<file path="config.mk">
export PLATFORM = sky130hd
export DESIGN_NAME = uart_rx_engine
export DESIGN_NICKNAME = d
export VERILOG_FILES = /design/src/rtl/uart_pkg.sv /design/src/rtl/uart_bit_timer.sv /design/src/rtl/uart_rx_engine.sv
export SDC_FILE = /design/constraint.sdc
export NUM_CORES = 1
export LEC_CHECK = 0
export ABC_CLOCK_PERIOD_IN_PS = 4000
export CORE_ASPECT_RATIO = 1.2
export CORE_UTILIZATION = 51
export DETAILED_ROUTE_END_ITERATION = 8
export PLACE_DENSITY = 0.69
export SYNTH_ARGS = -nofsm -noshare
export SYNTH_HDL_FRONTEND = slang
export SYNTH_HIERARCHICAL = 1
export SYNTH_SLANG_ARGS = --single-unit
</file>
<file path="constraint.sdc">
create_clock -name clk -period 4 [get_ports clk]
set_input_delay 0.8 -clock clk [delete_from_list [all_inputs] [get_ports clk]]
set_output_delay 0.8 -clock clk [all_outputs]
set_load 0.02 [all_outputs]
</file>
<file path="src/rtl/uart_pkg.sv">
// Shared UART definitions: receive FSM states, baud table, frame-length and parity helpers.
package uart_pkg;

    typedef enum logic [1:0] {
        ST_IDLE  = 2'd0,
        ST_START = 2'd1,
        ST_DATA  = 2'd2
    } rx_state_e;

    localparam logic [3:0] DBITS_7 = 4'd7;
    localparam logic [3:0] DBITS_8 = 4'd8;
    // Longest frame is 11 samples; the 10-bit shift register is aligned against this.
    localparam logic [3:0] FRAME_MAX = 4'd11;

    // Bit time in 100 MHz clocks for each baud select value.
    function automatic logic [18:0] baud_k(input logic [3:0] sel);
        logic [18:0] k;
        case (sel)
            4'd0:    k = 19'd333333;
            4'd1:    k = 19'd83333;
            4'd2:    k = 19'd41667;
            4'd3:    k = 19'd20833;
            4'd4:    k = 19'd10417;
            4'd5:    k = 19'd5208;
            4'd6:    k = 19'd2604;
            4'd7:    k = 19'd1736;
            4'd8:    k = 19'd868;
            4'd9:    k = 19'd434;
            4'd10:   k = 19'd217;
            default: k = 19'd109;
        endcase
        return k;
    endfunction

    // Samples per frame: start + data + optional parity + stop.
    function automatic logic [3:0] frame_len(input logic eight, input logic pen);
        return 4'd2 + (eight ? DBITS_8 : DBITS_7) + {3'b000, pen};
    endfunction

    function automatic logic even_par(input logic [7:0] d);
        return ^d;
    endfunction

endpackage

</file>
<file path="src/rtl/uart_bit_timer.sv">
// Loadable down-counter; expire_o is high while the count is 1, so a load of L expires L cycles later.
module uart_bit_timer #(
    parameter int W = 19
) (
    input  logic         clk,
    input  logic         rst,
    input  logic         load_i,
    input  logic [W-1:0] load_val_i,
    output logic [W-1:0] cnt_o,
    output logic         expire_o
);

    logic [W-1:0] cnt_q;

    // Count down to zero and hold there until the next load.
    always_ff @(posedge clk or posedge rst) begin
        if (rst) begin
            cnt_q <= '0;
        end else if (load_i) begin
            cnt_q <= load_val_i;
        end else if (cnt_q != '0) begin
            cnt_q <= cnt_q - W'(1'b1);
        end
    end

    assign cnt_o    = cnt_q;
    assign expire_o = (cnt_q == W'(1'b1));

endmodule

</file>
<file path="src/rtl/uart_rx_engine.sv">
// UART receive engine: start detect, mid-bit sampling, 7/8 data bits, optional parity, PERR/FERR/OVF.
// Define RX_MAJORITY_EN to take each sample as the 2-of-3 vote of the last three cycles before expiry.
module uart_rx_engine
    import uart_pkg::*;
#(
    parameter int SYNC_STAGES = 2,
    parameter int BT_W        = 19
) (
    input  logic       clk,
    input  logic       rst,
    input  logic       RX,
    input  logic [3:0] BAUD,
    input  logic       EIGHT,
    input  logic       PEN,
    input  logic       OHEL,
    input  logic       READ,
    output logic [7:0] rx_data,
    output logic       RXRDY,
    output logic       PERR,
    output logic       FERR,
    output logic       OVF
);

    logic [SYNC_STAGES-1:0] sync_q;
    logic                   rxs_s;
    rx_state_e              state_q;
    logic [BT_W-1:0]        k_q;
    logic                   eight_q, pen_q, ohel_q, armed_q;
    logic [3:0]             bit_cnt_q, bit_cnt_d;
    logic [9:0]             sr_q, sr_d;
    logic [7:0]             rx_data_q;
    logic                   rxrdy_q, perr_q, ferr_q, ovf_q;

    logic [BT_W-1:0]        k_live_s, half_s, tmr_val_s, tmr_cnt_s;
    logic                   tmr_load_s, tmr_exp_s, sample_s;
    logic [3:0]             n_s, dbits_s;
    logic [9:0]             w_s;
    logic [7:0]             data_s;
    logic                   par_bit_s, stop_bit_s, par_err_s, done_s;

    // Metastability synchroniser; idles high like the line.
    always_ff @(posedge clk or posedge rst) begin
        if (rst) begin
            sync_q <= '1;
        end else begin
            sync_q <= {sync_q[SYNC_STAGES-2:0], RX};
        end
    end
    assign rxs_s = sync_q[SYNC_STAGES-1];

    uart_bit_timer #(.W(BT_W)) u_timer (
        .clk        (clk),
        .rst        (rst),
        .load_i     (tmr_load_s),
        .load_val_i (tmr_val_s),
        .cnt_o      (tmr_cnt_s),
        .expire_o   (tmr_exp_s)
    );

`ifdef RX_MAJORITY_EN
    logic maj3_q, maj2_q;

    // Capture the line at counts 3 and 2 so the expiry sample can be voted.
    always_ff @(posedge clk or posedge rst) begin
        if (rst) begin
            maj3_q <= 1'b1;
            maj2_q <= 1'b1;
        end else begin
            if (tmr_cnt_s == BT_W'(2'd3)) maj3_q <= rxs_s;
            if (tmr_cnt_s == BT_W'(2'd2)) maj2_q <= rxs_s;
        end
    end
    assign sample_s = (maj3_q & maj2_q) | (maj3_q & rxs_s) | (maj2_q & rxs_s);
`else
    logic unused_cnt_s;
    assign unused_cnt_s = ^tmr_cnt_s;
    assign sample_s     = rxs_s;
`endif

    // Frame decode from the shift register as it will look after this sample.
    always_comb begin
        k_live_s   = BT_W'(baud_k(BAUD));
        half_s     = k_live_s >> 1'd1;
        dbits_s    = eight_q ? DBITS_8 : DBITS_7;
        n_s        = frame_len(eight_q, pen_q);
        sr_d       = {sample_s, sr_q[9:1]};
        bit_cnt_d  = bit_cnt_q + 4'd1;
        w_s        = sr_d >> (FRAME_MAX - n_s);
        data_s     = eight_q ? w_s[7:0] : {1'b0, w_s[6:0]};
        par_bit_s  = w_s[dbits_s];
        stop_bit_s = w_s[n_s - 4'd2];
        par_err_s  = pen_q & (par_bit_s != (ohel_q ? ~even_par(data_s) : even_par(data_s)));
        done_s     = (state_q == ST_DATA) && tmr_exp_s && (bit_cnt_d == n_s);
    end

    // Timer load requests: half bit to mid-start, then whole bits.
    always_comb begin
        tmr_load_s = 1'b0;
        tmr_val_s  = k_q;
        case (state_q)
            ST_IDLE: begin
                if (armed_q && !rxs_s) begin
                    tmr_load_s = 1'b1;
                    tmr_val_s  = half_s;
                end else begin
                    tmr_load_s = 1'b0;
                end
            end
            ST_START: begin
                if (tmr_exp_s && !sample_s) tmr_load_s = 1'b1;
                else                        tmr_load_s = 1'b0;
            end
            ST_DATA: begin
                if (tmr_exp_s) tmr_load_s = 1'b1;
                else           tmr_load_s = 1'b0;
            end
            default: tmr_load_s = 1'b0;
        endcase
    end

    // Receive FSM with registered status; completion takes priority over READ.
    always_ff @(posedge clk or posedge rst) begin
        if (rst) begin
            state_q   <= ST_IDLE;
            k_q       <= '0;
            eight_q   <= 1'b0;
            pen_q     <= 1'b0;
            ohel_q    <= 1'b0;
            armed_q   <= 1'b1;
            bit_cnt_q <= 4'd0;
            sr_q      <= '1;
            rx_data_q <= 8'h00;
            rxrdy_q   <= 1'b0;
            perr_q    <= 1'b0;
            ferr_q    <= 1'b0;
            ovf_q     <= 1'b0;
        end else begin
            if (READ) begin
                rxrdy_q <= 1'b0;
                perr_q  <= 1'b0;
                ferr_q  <= 1'b0;
                ovf_q   <= 1'b0;
            end
            case (state_q)
                ST_IDLE: begin
                    // After a framing error the line must go high before a new start is accepted.
                    if (!armed_q) begin
                        armed_q <= rxs_s;
                    end else if (!rxs_s) begin
                        state_q   <= ST_START;
                        bit_cnt_q <= 4'd0;
                        k_q       <= k_live_s;
                        eight_q   <= EIGHT;
                        pen_q     <= PEN;
                        ohel_q    <= OHEL;
                    end
                end
                ST_START: begin
                    if (tmr_exp_s) begin
                        if (!sample_s) begin
                            state_q   <= ST_DATA;
                            bit_cnt_q <= 4'd1;
                        end else begin
                            state_q <= ST_IDLE;
                        end
                    end
                end
                ST_DATA: begin
                    if (tmr_exp_s) begin
                        sr_q      <= sr_d;
                        bit_cnt_q <= bit_cnt_d;
                        if (done_s) begin
                            rx_data_q <= data_s;
                            perr_q    <= par_err_s;
                            ferr_q    <= ~stop_bit_s;
                            ovf_q     <= rxrdy_q & ~READ;
                            rxrdy_q   <= 1'b1;
                            armed_q   <= stop_bit_s;
                            state_q   <= ST_IDLE;
                        end
                    end
                end
                default: state_q <= ST_IDLE;
            endcase
        end
    end

    assign rx_data = rx_data_q;
    assign RXRDY   = rxrdy_q;
    assign PERR    = perr_q;
    assign FERR    = ferr_q;
    assign OVF     = ovf_q;

endmodule

</file>
### After elaboration in Yosys (flattened, before gate mapping)

Memories as Yosys holds them, arrays and structs flattened.
Index checks and enable logic that the tools add are counted.

* $add $sub $neg: 6
* reductions and logical operators: 17
* muxes and demuxes: 48
* shift-type cells: 1
* bitwise logic cells: 6
* eq/ne operators: 11
* $lt $le $gt $ge: 2

Operators with widths (number)
* $mux 19: 4
* $mux 1: 25
* $mux 4: 6
* $eq 19x1->1 const B: 1
* $reduce_bool 19->1: 1
* $sub 19x1->19 const B: 1
* $mux 2: 6
* $ne 2x2->1 const B: 6
* $pmux 4 s3: 1
* $lt 4x5->1 const B: 2
* $shr 10x4->10: 1
* $reduce_and 3->1: 3
* $bmux 1 s4: 2
* $mux 8: 1
* $reduce_xor 8->1: 1
* $pmux 2 s3: 1
* $reduce_and 6->1: 1
* $reduce_and 5->1: 1
* $add 2x4->4 const A: 1
* $add 4x1->4: 1
* $add 4x1->4 const B: 1
* $eq 4x4->1: 1
* $logic_and 1x1->1: 4
* $not 1->1: 4
* 13 further kinds: 15

* output and inout port bits: 12
* memories kept: 1
* register bits: 72
* ROM bits: 288

Memory list
* (name not given): words 16, width 18, rd ports 1, clocked after Yosys merged registers in 0, write ports 0, RTL line uart_pkg.sv:18 `case (sel)`

### Logic depth before layout (Yosys ltp)

* depth in word-level cells: 14
* gate-level depth with buffers: 12

### Modules after synthesis

The synthesis kept the hierarchy.

Modules (own cells, without submodules)
* uart_rx_engine: cells each 334, area an instance 3070.4 um^2, instances 1
* uart_bit_timer: cells each 141, area an instance 1247.4 um^2, instances 1

### Least setup slack after synthesis

No wires, ideal clock.

* kind: reg-to-reg
* from: register u_timer.cnt_q[13], in the netlist u_timer/cnt_o[13]
* to: register state_q[0]
* buffers on the path: 1
* clock period less this slack: 3333 ps
* arrival time: 3205 ps
* path slack: 667 ps
* library setup time: 127 ps
* cell stages (with the launch flop): 11
* path through: dfrtp_1 > or4_4 > or3b_4 > buf_6 > nor3_1 > nand2_1 > or3_1 > nand2b_1 > a221oi_2 > nand2_1 > mux2_1

* cells in the longest elaborated chain, start to end: 5
* elaborated cells on any way between the ends: 7

RTL lines
* from (decl): RTL line uart_bit_timer.sv:13 `logic [W-1:0] cnt_q;`
* from (signal assigned): RTL line uart_bit_timer.sv:20 `cnt_q <= load_val_i;`
* from (signal assigned): RTL line uart_bit_timer.sv:22 `cnt_q <= cnt_q - W'(1'b1);`
* $eq 19x1->1 (*): RTL line uart_bit_timer.sv:27 `assign expire_o = (cnt_q == W'(1'b1));`
* via tmr_exp_s: RTL line uart_rx_engine.sv:35 `logic tmr_load_s, tmr_exp_s, sample_s;`
* $logic_and 1x1->1 (2 in series): RTL line uart_rx_engine.sv:93 `done_s = (state_q == ST_DATA) && tmr_exp_s && (bit_cnt_d == n_s);`
* $ne 2x2->1 (no source line)
* $reduce_and 5->1 (no source line) (*)
* to (signal assigned): RTL line uart_rx_engine.sv:124 `state_q <= ST_IDLE;`
* to (signal assigned): RTL line uart_rx_engine.sv:150 `state_q <= ST_START;`
* to (signal assigned): RTL line uart_rx_engine.sv:161 `state_q <= ST_DATA;`
* to (decl): RTL line uart_rx_engine.sv:26 `rx_state_e state_q;`

The timed path passes the listed nets; every way through them passes the cells marked *.
A chain may end at the register's enable or synchronous reset.

### Worst setup path in the final report

Same ends and word-level chain as after synthesis.

==> flow_summary.toml <==
[outcome]
status = "complete, no violations"

[cts]
cts_tree = "yes"
cts_hold_buf = 0
clockBufferDepth = 2
clk_latency_ps = 360
h-tree-depth = 3
cts_buffers = 9
cts_root_buffer = "clkbuf_8"
clock-sinks = 70
clk_pin_slew_worst_paths_ps = 80
post_cts.repair.setup_buffers = 0
cts_resized = 0

[final_layout]
final_cell_mix = "98 x nand2_1, 58 x dfrtp_1, 28 x nor2_1"
final_common_cell = "nand2_1"
area_growth_pct = 11.01
nFillCells = 747
layout.nets = 520
multi_input_area_um2 = 2335
antenna_cells = 0
seq_area_um2 = 1767
drive_gt1_share_pct = 13.86

[global_routing]
grt_max_degree = 52
gr-usage-all-layers_pct = 22.17
overflow = 0
first_global_vias = 3268
grt_antenna_before_repair = 0
grt_pass1_wl_um = 15060

[die]
die-area_um2 = 8840
start_util_pct = 52.96
core-area_um2 = 8153
io_pins = 23
die_h_um = 102.8
rows = 36
die_x_um = 86.00

[timing]
rsz0062_at_grt = "no"
tns_ps = 0
period_needed_ps = 3453
drv_slew = 0
fmax_mhz = 289.6
final_hold_viol_count = 0
worst_pin_slew_ps = 1040
skew_ps = 9.928
period_share_pct = 86.32
hold_ws_ps = 348.6
setup_violations = 0
setup_slack_ps = 547.3
relSlewSlack_pct = 30.64

[worst_setup_path]
rrSetupSlack_ps = 550
endpoint_kind = "flop"
cp.required_ps = 4250
crit_top_cell = "nand2_1"
cp.buffers_inverters = 1
r2r_start = "u_timer/cnt_o[13]"
r2r-end = "state_q[0]"
worstSetupStartpointType = "flop"
crit_family = "simple AND/OR/NAND/NOR gates"
r2r_cells = 10
cp.depth = 10
cp_max_fo = 12
max_stage_delay_ps = 560
crit_arrival_ps = 3700
startpoint = "u_timer/cnt_o[13]"
path_class = "flop to flop"
crit_slowest_cell = "or4_4"
endpoint = "state_q[0]"
path_cells = "or4_4 -> or3b_4 -> nor3_1 -> nand2_1 -> buf_4 -> or3_1 -> nand2b_1 -> a221oi_2 -> nand2_1 -> mux2_1"

[worst_hold_path]
min_path_type = "flop to flop"
hold_depth = 0

[route]
wl_per_cell_um = 14.69
avgViaCountPerCell = 5.502
drt_iter0_drc = 60
dr_total_vias = 3367
ant_nets = 0
finalWirelength_um = 8988
drc_errors = 0
first_pass_iters = 4

[synthesis]
syn-mean-instance-area_um2 = 9.090
synth-async-reset-ratio_pct = 100.0
syn-cell-area_um2 = 4318
synth_top_cell_area_share_pct = 33.61
synthTopCellsByArea = "dfrtp_1 34%, nand2_1 8.5%, dfstp_2 7.3%"
ys.flop_type = "dfrtp_1"
synth_warnings = 6
ys_seq_area_share_pct = 40.92
synth-edff-count = 0
syn-num-nets = 502
yosys.cell_types.count = 65
synth_seq_cells = 70
yosysTopAreaCell = "dfrtp_1"
synth_cells = 475

[power_and_ir_drop]
irDropWorstVdd_mv = 0.2783
power.switching_w = 0.001192
power.internal_w = 0.001667
power_frac_comb_pct = 44.5
total_power_w = 0.002859
clock_power_share_pct = 18.5
p_sw_share_pct = 41.69
p_seq_share_pct = 37.1
p_leak_nw = 2.123
p_per_area_nw_per_um2 = 596.5

[place]
place_ws_ps = 640.8
dp_hpwl_um = 6575
io_buffers = 22
place_congestion = 0.8550

[job]
cap_violations = 0
-- flip-flops by register name (all words and copies together) (netlist names) --
signal and cells:
k_q 18, sync_q 2, ohel_q 1, eight_q 1, pen_q 1, u_timer/cnt_o 19, bit_cnt_q 4, rx_data 8
PERR 1, RXRDY 1, FERR 1, state_q 2, sr_q 9, armed_q 1, OVF 1
-- layout make-up --
type,instances,area share (%)
Clock inverter,7,1.227
Timing Repair Buffer,31,6.004
Clock buffer,9,2.584
Tap cell,114,2.976
Multi-Input combinational cell,360,48.71
Inverter,21,1.644
Sequential cell,70,36.86
-- through the flow --
step	instances	util, %	instance area, um^2
floorplan	475	-	4318
global placement	596	56.55	4611
detailed placement	596	56.55	4611
CTS	612	58.79	4793
global route	612	58.79	4793
finish	612	58.79	4793
-- synth_stat cells, types with 3 or more instances --
master and count:
mux2_2 12, nor3_1 12, xor2_1 8, mux2i_1 14, a21oi_1 22, nand3_1 7, xnor2_1 8, clkbuf_1 14
a31oi_1 3, o41ai_1 3, buf_2 4, nand2b_1 6, nor4_1 6, ha_1 16, nor2b_1 8, a211o_1 3
a211oi_1 3, buf_6 4, o21ai_1 4, dfstp_2 12, o31ai_1 10, or3_1 8, and2_1 8, a2bb2oi_1 5
nand4_1 3, o21ai_0 25, dfrtp_1 58, nand2_1 98, inv_1 21, nor2_1 28
-- worst reg2reg max path, delay by kind of cell (launching register included) --
| kind | cells | cell delay (ps) |
|---|---|---|
| AND/OR/NAND/NOR | 7 | 2110 |
| multiplexers | 1 | 320 |
| flip-flops | 1 | 420 |
| buffers and inverters | 1 | 190 |
| AO/OA/AOI/OAI | 1 | 300 |
-- worst min path at each step --
stage | endpoint | startpoint
final | sync_q[1] | sync_q[0]
after global routing | sync_q[1] | sync_q[0]
after CTS | sync_q[1] | sync_q[0]
after detailed placement | sync_q[1] | sync_q[0]
after global placement | sync_q[1] | sync_q[0]
after floorplan | sync_q[1] | sync_q[0]
-- power by group through the flow --
stage	Combinational [W]	Sequential [W]	Clock [W]
finish	0.00127	0.00106	0.000528
global route	0.00140	0.00108	0.000568
CTS	0.00127	0.00106	0.000541
detailed placement	0.00126	0.00107	0
global placement	0.00124	0.00106	0
floorplan	0.00108	0.00103	0
-- per-layer routing --
| metal | wire (um) | GRT usage [%] | vias up |
|---|---|---|---|
| met2 | 4599 | 41.64 | 53 |
| met3 | 214 | 4.083 | 21 |
| met4 | 316 | 11.28 | 0 |
| li1 | - | - | 1685 |
| met5 | 0 | 0 | - |
| met1 | 3859 | 23.78 | 1608 |
-- cell families after synthesis --
group	share of synthesized area [%]
simple gates	22.52
compound gates	14.55
flops	40.92
buf+inv	5.100
mux	8.519
xor+xnor	3.767
fa+ha+maj	4.636
Power figures use the tool's default switching activity.
